<file path="config.mk">
export PLATFORM = sky130hd
export DESIGN_NAME = mc_control
export DESIGN_NICKNAME = d
export VERILOG_FILES = /design/src/rtl/mc_pkg.sv /design/src/rtl/alu_decoder.sv /design/src/rtl/mc_control.sv
export SDC_FILE = /design/constraint.sdc
export NUM_CORES = 1
export LEC_CHECK = 0
export ABC_CLOCK_PERIOD_IN_PS = 2300
export BUFFER_PORTS_ARGS = -buffer_cell sky130_fd_sc_hd__buf_2
export CAP_MARGIN = 40
export CORE_AREA = 2 2 65 67
export DETAILED_ROUTE_END_ITERATION = 6
export DIE_AREA = 0 0 67 69
export MAX_ROUTING_LAYER = met4
export PLACE_DENSITY = 0.94
export SLEW_MARGIN = 10
export SYNTH_ARGS = -nofsm -noshare
export SYNTH_HDL_FRONTEND = slang
export SYNTH_HIERARCHICAL = 1
export SYNTH_SLANG_ARGS = --single-unit
</file>
<file path="constraint.sdc">
create_clock -name clk -period 2.3 [get_ports clk]
set_input_delay 0.23 -clock clk [delete_from_list [all_inputs] [get_ports clk]]
set_output_delay 0.23 -clock clk [all_outputs]
set_load 0.1 [all_outputs]
</file>
<file path="src/rtl/mc_pkg.sv">
// Shared encodings for the multi-cycle MIPS control unit: states, opcodes, funct codes, ALU and mux selects.
// MC_CONTROL_JUMP_EN adds the JUMP state encoding.
package mc_pkg;

    typedef enum logic [3:0] {
        S_RST    = 4'd0,
        S_FETCH  = 4'd1,
        S_DECODE = 4'd2,
        S_MEMADR = 4'd3,
        S_MEMRD  = 4'd4,
        S_MEMWB  = 4'd5,
        S_MEMWR  = 4'd6,
        S_EXEC   = 4'd7,
        S_ALUWB  = 4'd8,
        S_BRANCH = 4'd9
`ifdef MC_CONTROL_JUMP_EN
        , S_JUMP = 4'd10
`endif
    } state_t;

    localparam logic [5:0] OP_RTYPE = 6'b000000;
    localparam logic [5:0] OP_LW    = 6'b100011;
    localparam logic [5:0] OP_SW    = 6'b101011;
    localparam logic [5:0] OP_BEQ   = 6'b000100;
    localparam logic [5:0] OP_J     = 6'b000010;

    localparam logic [5:0] FN_AND = 6'b100100;
    localparam logic [5:0] FN_OR  = 6'b100101;
    localparam logic [5:0] FN_ADD = 6'b100000;
    localparam logic [5:0] FN_SUB = 6'b100010;

    localparam logic [3:0] ALU_AND = 4'd0;
    localparam logic [3:0] ALU_OR  = 4'd1;
    localparam logic [3:0] ALU_ADD = 4'd2;
    localparam logic [3:0] ALU_SUB = 4'd6;

    localparam logic [1:0] SRCB_REG  = 2'b00;
    localparam logic [1:0] SRCB_FOUR = 2'b01;
    localparam logic [1:0] SRCB_SEXT = 2'b10;
    localparam logic [1:0] SRCB_SHL2 = 2'b11;

    localparam logic [1:0] PCSRC_ALU    = 2'b00;
    localparam logic [1:0] PCSRC_ALUOUT = 2'b01;
    localparam logic [1:0] PCSRC_JUMP   = 2'b10;

endpackage

</file>
<file path="src/rtl/alu_decoder.sv">
// R-type funct to ALU operation, purely combinational; valid_o is low for unsupported funct codes.
module alu_decoder
    import mc_pkg::*;
(
    input  logic [5:0] funct_i,
    output logic [3:0] alu_ct_o,
    output logic       valid_o
);

    always_comb begin
        alu_ct_o = ALU_AND;
        valid_o  = 1'b1;
        case (funct_i)
            FN_AND:  alu_ct_o = ALU_AND;
            FN_OR:   alu_ct_o = ALU_OR;
            FN_ADD:  alu_ct_o = ALU_ADD;
            FN_SUB:  alu_ct_o = ALU_SUB;
            default: valid_o  = 1'b0;
        endcase
    end

endmodule

</file>
<file path="src/rtl/mc_control.sv">
// Multi-cycle MIPS control FSM (Moore outputs, pc_en follows zero in BRANCH) with retired-instruction counter.
// MC_CONTROL_JUMP_EN enables the j instruction; without it opcode 000010 decodes as illegal.
module mc_control
    import mc_pkg::*;
#(
    parameter int CNT_W = 32
) (
    input  logic             clk,
    input  logic             rst_n,
    input  logic [5:0]       opcode,
    input  logic [5:0]       funct,
    input  logic             zero,
    output logic [3:0]       alu_ct,
    output logic             alu_src_a,
    output logic [1:0]       alu_src_b,
    output logic [1:0]       pc_source,
    output logic             pc_en,
    output logic             iord,
    output logic             mem_read,
    output logic             mem_write,
    output logic             ir_write,
    output logic             reg_write,
    output logic             reg_dst,
    output logic             mem_to_reg,
    output logic             illegal_op,
    output logic [3:0]       state,
    output logic [CNT_W-1:0] instr_count
);

    localparam logic [CNT_W-1:0] CNT_ONE = {{(CNT_W-1){1'b0}}, 1'b1};

    state_t           state_q, state_d;
    logic [CNT_W-1:0] cnt_q, cnt_d;
    logic [3:0]       fn_alu_ct;
    logic             fn_valid;

    alu_decoder u_alu_decoder (
        .funct_i  (funct),
        .alu_ct_o (fn_alu_ct),
        .valid_o  (fn_valid)
    );

    always_ff @(posedge clk or negedge rst_n) begin
        if (!rst_n) begin
            state_q <= S_RST;
            cnt_q   <= '0;
        end else begin
            state_q <= state_d;
            cnt_q   <= cnt_d;
        end
    end

    always_comb begin
        state_d    = S_RST;
        cnt_d      = cnt_q;
        alu_ct     = ALU_AND;
        alu_src_a  = 1'b0;
        alu_src_b  = SRCB_REG;
        pc_source  = PCSRC_ALU;
        pc_en      = 1'b0;
        iord       = 1'b0;
        mem_read   = 1'b0;
        mem_write  = 1'b0;
        ir_write   = 1'b0;
        reg_write  = 1'b0;
        reg_dst    = 1'b0;
        mem_to_reg = 1'b0;
        illegal_op = 1'b0;
        case (state_q)
            S_RST: state_d = S_FETCH;
            S_FETCH: begin
                mem_read  = 1'b1;
                ir_write  = 1'b1;
                alu_src_b = SRCB_FOUR;
                alu_ct    = ALU_ADD;
                pc_source = PCSRC_ALU;
                pc_en     = 1'b1;
                state_d   = S_DECODE;
            end
            S_DECODE: begin
                // ALU speculatively computes the branch target while the opcode is decoded
                alu_src_b = SRCB_SHL2;
                alu_ct    = ALU_ADD;
                state_d   = S_FETCH;
                case (opcode)
                    OP_LW, OP_SW: state_d = S_MEMADR;
                    OP_RTYPE: begin
                        if (fn_valid) state_d = S_EXEC;
                        else          illegal_op = 1'b1;
                    end
                    OP_BEQ: state_d = S_BRANCH;
`ifdef MC_CONTROL_JUMP_EN
                    OP_J:   state_d = S_JUMP;
`endif
                    default: illegal_op = 1'b1;
                endcase
            end
            S_MEMADR: begin
                alu_src_a = 1'b1;
                alu_src_b = SRCB_SEXT;
                alu_ct    = ALU_ADD;
                state_d   = (opcode == OP_LW) ? S_MEMRD : S_MEMWR;
            end
            S_MEMRD: begin
                mem_read = 1'b1;
                iord     = 1'b1;
                state_d  = S_MEMWB;
            end
            S_MEMWB: begin
                reg_write  = 1'b1;
                mem_to_reg = 1'b1;
                state_d    = S_FETCH;
                cnt_d      = cnt_q + CNT_ONE;
            end
            S_MEMWR: begin
                mem_write = 1'b1;
                iord      = 1'b1;
                state_d   = S_FETCH;
                cnt_d     = cnt_q + CNT_ONE;
            end
            S_EXEC: begin
                alu_src_a = 1'b1;
                alu_src_b = SRCB_REG;
                alu_ct    = fn_alu_ct;
                state_d   = S_ALUWB;
            end
            S_ALUWB: begin
                reg_write = 1'b1;
                reg_dst   = 1'b1;
                state_d   = S_FETCH;
                cnt_d     = cnt_q + CNT_ONE;
            end
            S_BRANCH: begin
                alu_src_a = 1'b1;
                alu_src_b = SRCB_REG;
                alu_ct    = ALU_SUB;
                pc_source = PCSRC_ALUOUT;
                pc_en     = zero;
                state_d   = S_FETCH;
                cnt_d     = cnt_q + CNT_ONE;
            end
`ifdef MC_CONTROL_JUMP_EN
            S_JUMP: begin
                pc_source = PCSRC_JUMP;
                pc_en     = 1'b1;
                state_d   = S_FETCH;
                cnt_d     = cnt_q + CNT_ONE;
            end
`endif
            default: state_d = S_RST;
        endcase
    end

    assign state       = state_q;
    assign instr_count = cnt_q;

endmodule

</file>
Word level (Yosys, flattened, before mapping)
Index checks and enable logic that the tools add are counted.
{"block": "word_totals", "reg_bits": 36, "inputBits": 15, "output_inout_bits": 54, "elab_cells": 52}
{"block": "op_classes", "addsub": 1, "eq_ne": 16, "n_mux": 21, "n_reduce_logical": 12}
{"operator": "== test 6 bit, second input constant", "n": 6}
{"operator": "adder 32 x 1 -> 32 bit, second input constant", "n": 1}
{"operator": "case mux 4 bit (3 select lines)", "n": 2}
{"operator": "case mux 4 bit (6 select lines)", "n": 1}
{"operator": "== test 4 x 3 -> 1 bit, second input constant", "n": 4}
{"operator": "2-to-1 mux 1 bit", "n": 12}
{"operator": "case mux 3 bit (3 select lines)", "n": 1}
{"operator": "OR reduction 3 bit", "n": 3}
{"operator": "== test 4 x 2 -> 1 bit, second input constant", "n": 2}
{"operator": "== test 4 bit, second input constant", "n": 2}
{"operator": "OR reduction 2 bit", "n": 4}
{"operator": "OR reduction 4 bit", "n": 2}
{"operator": "== test 6 x 3 -> 1 bit, second input constant", "n": 1}
{"operator": "zero test 6 bit", "n": 1}
{"operator": "case mux 2 bit (3 select lines)", "n": 1}
{"operator": "OR reduction 5 bit", "n": 1}
{"operator": "== test 4 x 1 -> 1 bit, second input constant", "n": 1}
{"operator": "zero test 4 bit", "n": 1}
{"operator": "case mux 1 bit (2 select lines)", "n": 2}
{"operator": "2-to-1 mux 3 bit", "n": 1}
{"operator": "2-to-1 mux 2 bit", "n": 1}

Logic depth before layout (Yosys ltp)
{"block": "depth", "ltp_word": 6, "depth_mapped": 6, "depth_no_buf": 6}

Modules after synthesis
The synthesis kept the hierarchy.
{"module": "mc_control", "instances": 1, "cells_each": 193, "area_per_inst_um2": 1961.9}
{"module": "alu_decoder", "instances": 1, "cells_each": 9, "area_per_inst_um2": 78.8}

Worst setup path after synthesis
OpenSTA, ideal clock, no wires.
{"block": "synth_timing", "path_kind": "reg-to-output", "startpoint": "register state_q[1], in the netlist state[1]", "endpoint": "output illegal_op", "arrival_time_ns": 6.601, "setup_slack_ns": -4.531, "path_stages_with_launch": 5, "path_buffers": 1, "path_cell_list": "dfrtp_1 buf_2 inv_1 nor3_1 nor4bb_1"}
{"block": "synth_via", "elab_chain_cells": 2}
{"item": "start: declaration", "line": "mc_control.sv:32", "text": "state_t state_q, state_d;"}
{"item": "start signal: assignment", "line": "mc_control.sv:48", "text": "state_q <= state_d;"}
{"item": "== test 4 x 2 -> 1 bit", "line": "mc_control.sv:69", "text": "case (state_q)"}
{"item": "2-to-1 mux 1 bit", "line": "mc_control.sv:69"}
{"item": "end: declaration", "line": "mc_control.sv:25", "text": "output logic illegal_op,"}
Every way passes these cells.

Worst setup path in the final report
{"block": "layout_timing", "startpoint": "register state_q[2], in the netlist state[2]", "endpoint": "output reg_write"}
{"block": "layout_via", "elab_chain_cells": 3}
{"item": "== test 4 bit or == test 4 x 3 -> 1 bit (tied branches)", "line": "mc_control.sv:69"}
{"item": "OR reduction 2 bit (no source line) *"}
{"item": "2-to-1 mux 1 bit *", "line": "mc_control.sv:69"}
{"item": "end: declaration", "line": "mc_control.sv:22", "text": "output logic reg_write,"}
Every way passes the cells marked *; elsewhere a longest branch is shown, timed or not.

==> impl_metrics.env <==
export IMPL_period_share_pct=94.77
export IMPL_yosys_warnings=6
export IMPL_drive_gt1_share_pct=37.83
export IMPL_synth_fa_ha_area_share_pct=0.6131
export IMPL_power_density_nw_per_um2=1356
export IMPL_vias=1806
export IMPL_synth_simple_area_share_pct=30.96
export IMPL_ir_worst_vdd_mv=1.353
export IMPL_finalSetupViolCount=0
export IMPL_synth_xor_area_share_pct=14.59
export IMPL_io_pins=69
export IMPL_synth_edf_count=0
export IMPL_crit_chain="or3b_1 > o21ai_2 > buf_2"
export IMPL_routabilityCongestion=0.8287
export IMPL_synth_top_area_share_pct=44.14
export IMPL_tightest_slew_ps=970.1
export IMPL_io_buffers=66
export IMPL_cts_made_buffers=5
export IMPL_crit_family="flip-flops"
export IMPL_dieWidth_um=67
export IMPL_first_pass_iters=4
export IMPL_nets=282
export IMPL_maxCapViolCount=0
export IMPL_initial_core_util_pct=52.14
export IMPL_post_cts_resized=0
export IMPL_p_leak_nw=1.265
export IMPL_worst_ep_required_time_ps=2070
export IMPL_rr_worst_depth=4
export IMPL_synth_nets=218
export IMPL_synth_ff_type="dfrtp_1"
export IMPL_timing_hold_ws_ps=-3.560
export IMPL_async_flop_share_pct=100.0
export IMPL_arrival_ps=1950
export IMPL_min_path_type="input pin to asynchronous set/reset pin"
export IMPL_tritoncts="built"
export IMPL_grt_pass1_wl_mm=8.093
export IMPL_final_common_cell="buf_2"
export IMPL_cp_max_fo=16
export IMPL_detail_route_antenna_nets=0
export IMPL_endpoint_kind="output pin"
export IMPL_n_antenna_cell=0
export IMPL_worst_slack_ps=120.4
export IMPL_rows=23
export IMPL_htreeDepth=2
export IMPL_root_buffer="clkbuf_8"
export IMPL_wl_per_cell_um=15.21
export IMPL_path_depth=3
export IMPL_pre_cts_ws_ps=333.3
export IMPL_syn_to_final_growth_pct=26.73
export IMPL_clk_latency_ps=300
export IMPL_cp_start_kind="flip-flop"
export IMPL_die_h_um=69
export IMPL_cts_buffer_depth=2
export IMPL_postCtsHoldBufs=0
export IMPL_muxShareOfSynthArea_pct=0.5518
export IMPL_syn_cell_area_um2=2041
export IMPL_layout_min_cycle_time_ps=2180
export IMPL_syn_inst=202
export IMPL_status="finished with violations"
export IMPL_grt_max_degree=37
export IMPL_crit_reg2reg_capture="instr_count[20]"
export IMPL_cts_sinks=36
export IMPL_cts_clk_slew_worst_paths_ps=80
export IMPL_max_stage_delay_ps=590
export IMPL_wl_mm=4.823
export IMPL_postSynthAreaPerCell_um2=10.10
export IMPL_slew_headroom_pct=35.56
export IMPL_slowest_stage="dfrtp_4"
export IMPL_fmax_mhz=458.8
export IMPL_rsz0062_at_grt="false"
export IMPL_layout_common_cells="65 x buf_2, 32 x dfrtp_1, 29 x xnor2_1, 19 x nand4_1, 12 x nand2_1"
export IMPL_skew_ps=8.350
export IMPL_path_buf_inv=1
export IMPL_drv_slew=0
export IMPL_synth_top_family_by_area="simple AND/OR/NAND/NOR gates"
export IMPL_postCtsSetupBuffers=0
export IMPL_synth_compound_area_share_pct=5.641
export IMPL_reg2reg_setup_slack_ps=300
export IMPL_synth_area_leaders="dfrtp_1 44%, xnor2_1 12%, nand4_1 5.8%"
export IMPL_coreArea_um2=3914
export IMPL_ys_ff_latch=36
export IMPL_via_per_inst=5.697
export IMPL_drt_iter0_drc=155
export IMPL_ys_seq_area_share_pct=44.14
export IMPL_dieArea_um2=4623
export IMPL_finalHoldViolCount=2
export IMPL_dp_hpwl_mm=3.407
export IMPL_grt_pass1_vias=1723
export IMPL_fillers=296
export IMPL_rr_startpoint="state[2]"
export IMPL_grt_use_total_pct=23.08
export IMPL_synth_top_cell_by_area="dfrtp_1"
export IMPL_setup_tns_final_ps=0
export IMPL_ys_types=46
export IMPL_antenna_found_initial=0
export IMPL_drcViolationCount=0
export IMPL_violations="hold timing"
export IMPL_crit_type="flip-flop to output pin"
export IMPL_overflow=0
[power breakdown]
part           switching (W)  internal (W)  total, W
logic                0.00172      0.000374   0.00209
registers           0.000220      0.000722  0.000942
clock network       0.000234      0.000239  0.000473
[registers in the layout, summed over array words and instances, names as in the netlist]
register     count
instr_count     32
state            4
[metrics by stage]
| stage | std cells | util [%] | power, W | area [µm²] |
|---|---|---|---|---|
| detailed placement | 309 | 63.65 | 0.003036 | 2491 |
| floorplan | 202 | - | 0.002806 | 2177 |
| global placement | 309 | 63.65 | 0.003006 | 2491 |
| global route | 317 | 66.08 | 0.003631 | 2586 |
| finish | 317 | 66.08 | 0.003507 | 2586 |
| CTS | 317 | 66.02 | 0.003510 | 2584 |
[synth_stat cells (2+ instances only)]
| cell | count |
|---|---|
| buf_2 | 3 |
| nor2_1 | 10 |
| a21o_1 | 2 |
| and3_1 | 7 |
| nor3b_1 | 2 |
| nand4b_1 | 4 |
| dfrtp_1 | 36 |
| nand2b_1 | 2 |
| conb_1 | 2 |
| inv_1 | 4 |
| nor4_4 | 2 |
| and4_1 | 2 |
| xor2_1 | 5 |
| nor3_1 | 10 |
| nor2b_1 | 3 |
| clkbuf_1 | 3 |
| nand2_1 | 12 |
| o21ai_0 | 3 |
| nand4_1 | 19 |
| and2_1 | 2 |
| o21a_1 | 2 |
| nand3_1 | 11 |
| nor4_1 | 2 |
| buf_4 | 2 |
| xnor2_1 | 29 |
| o31ai_1 | 2 |
| nand4bb_1 | 2 |
[worst max-delay path by stage]
stage	start	to
2_1_floorplan	state[1]	illegal_op
3_3_place_gp	state[2]	instr_count[1]
3_5_place_dp	state[3]	instr_count[3]
4_1_cts	state[3]	alu_ct[2]
5_1_grt	state[2]	reg_write
6_report	state[2]	reg_write
[logic make-up (layout without fill, tap and decap cells)]
family / Yosys count / after routing
DFF: 36 / 36
other: 2 / 2
AOI/OAI and AO/OA: 16 / 16
xor gates and xnor gates: 34 / 34
muxes: 1 / 1
buffers and inverters: 14 / 79
adders and majority gates: 1 / 1
and+or+nand+nor: 98 / 98
[per-layer routing]
| metal | vias up | GRT usage, % | wire, µm |
|---|---|---|---|
| met5 | - | - | 0 |
| met2 | 59 | 35.64 | 2435 |
| met3 | 8 | 5.383 | 214 |
| met4 | 0 | 9.297 | 76 |
| li1 | 856 | - | - |
| met1 | 883 | 28.98 | 2096 |
[cell type report]
class	instances	area (µm²)	area share, %
Sequential cell	36	915.9	35.41
Timing Repair Buffer	66	332.8	12.87
Tap cell	50	62.56	2.419
Clock inverter	2	10.01	0.3870
Multi-Input combinational cell	152	1161	44.90
Clock buffer	6	82.58	3.193
Inverter	5	21.27	0.8224
(Power assumes the default switching activity.)
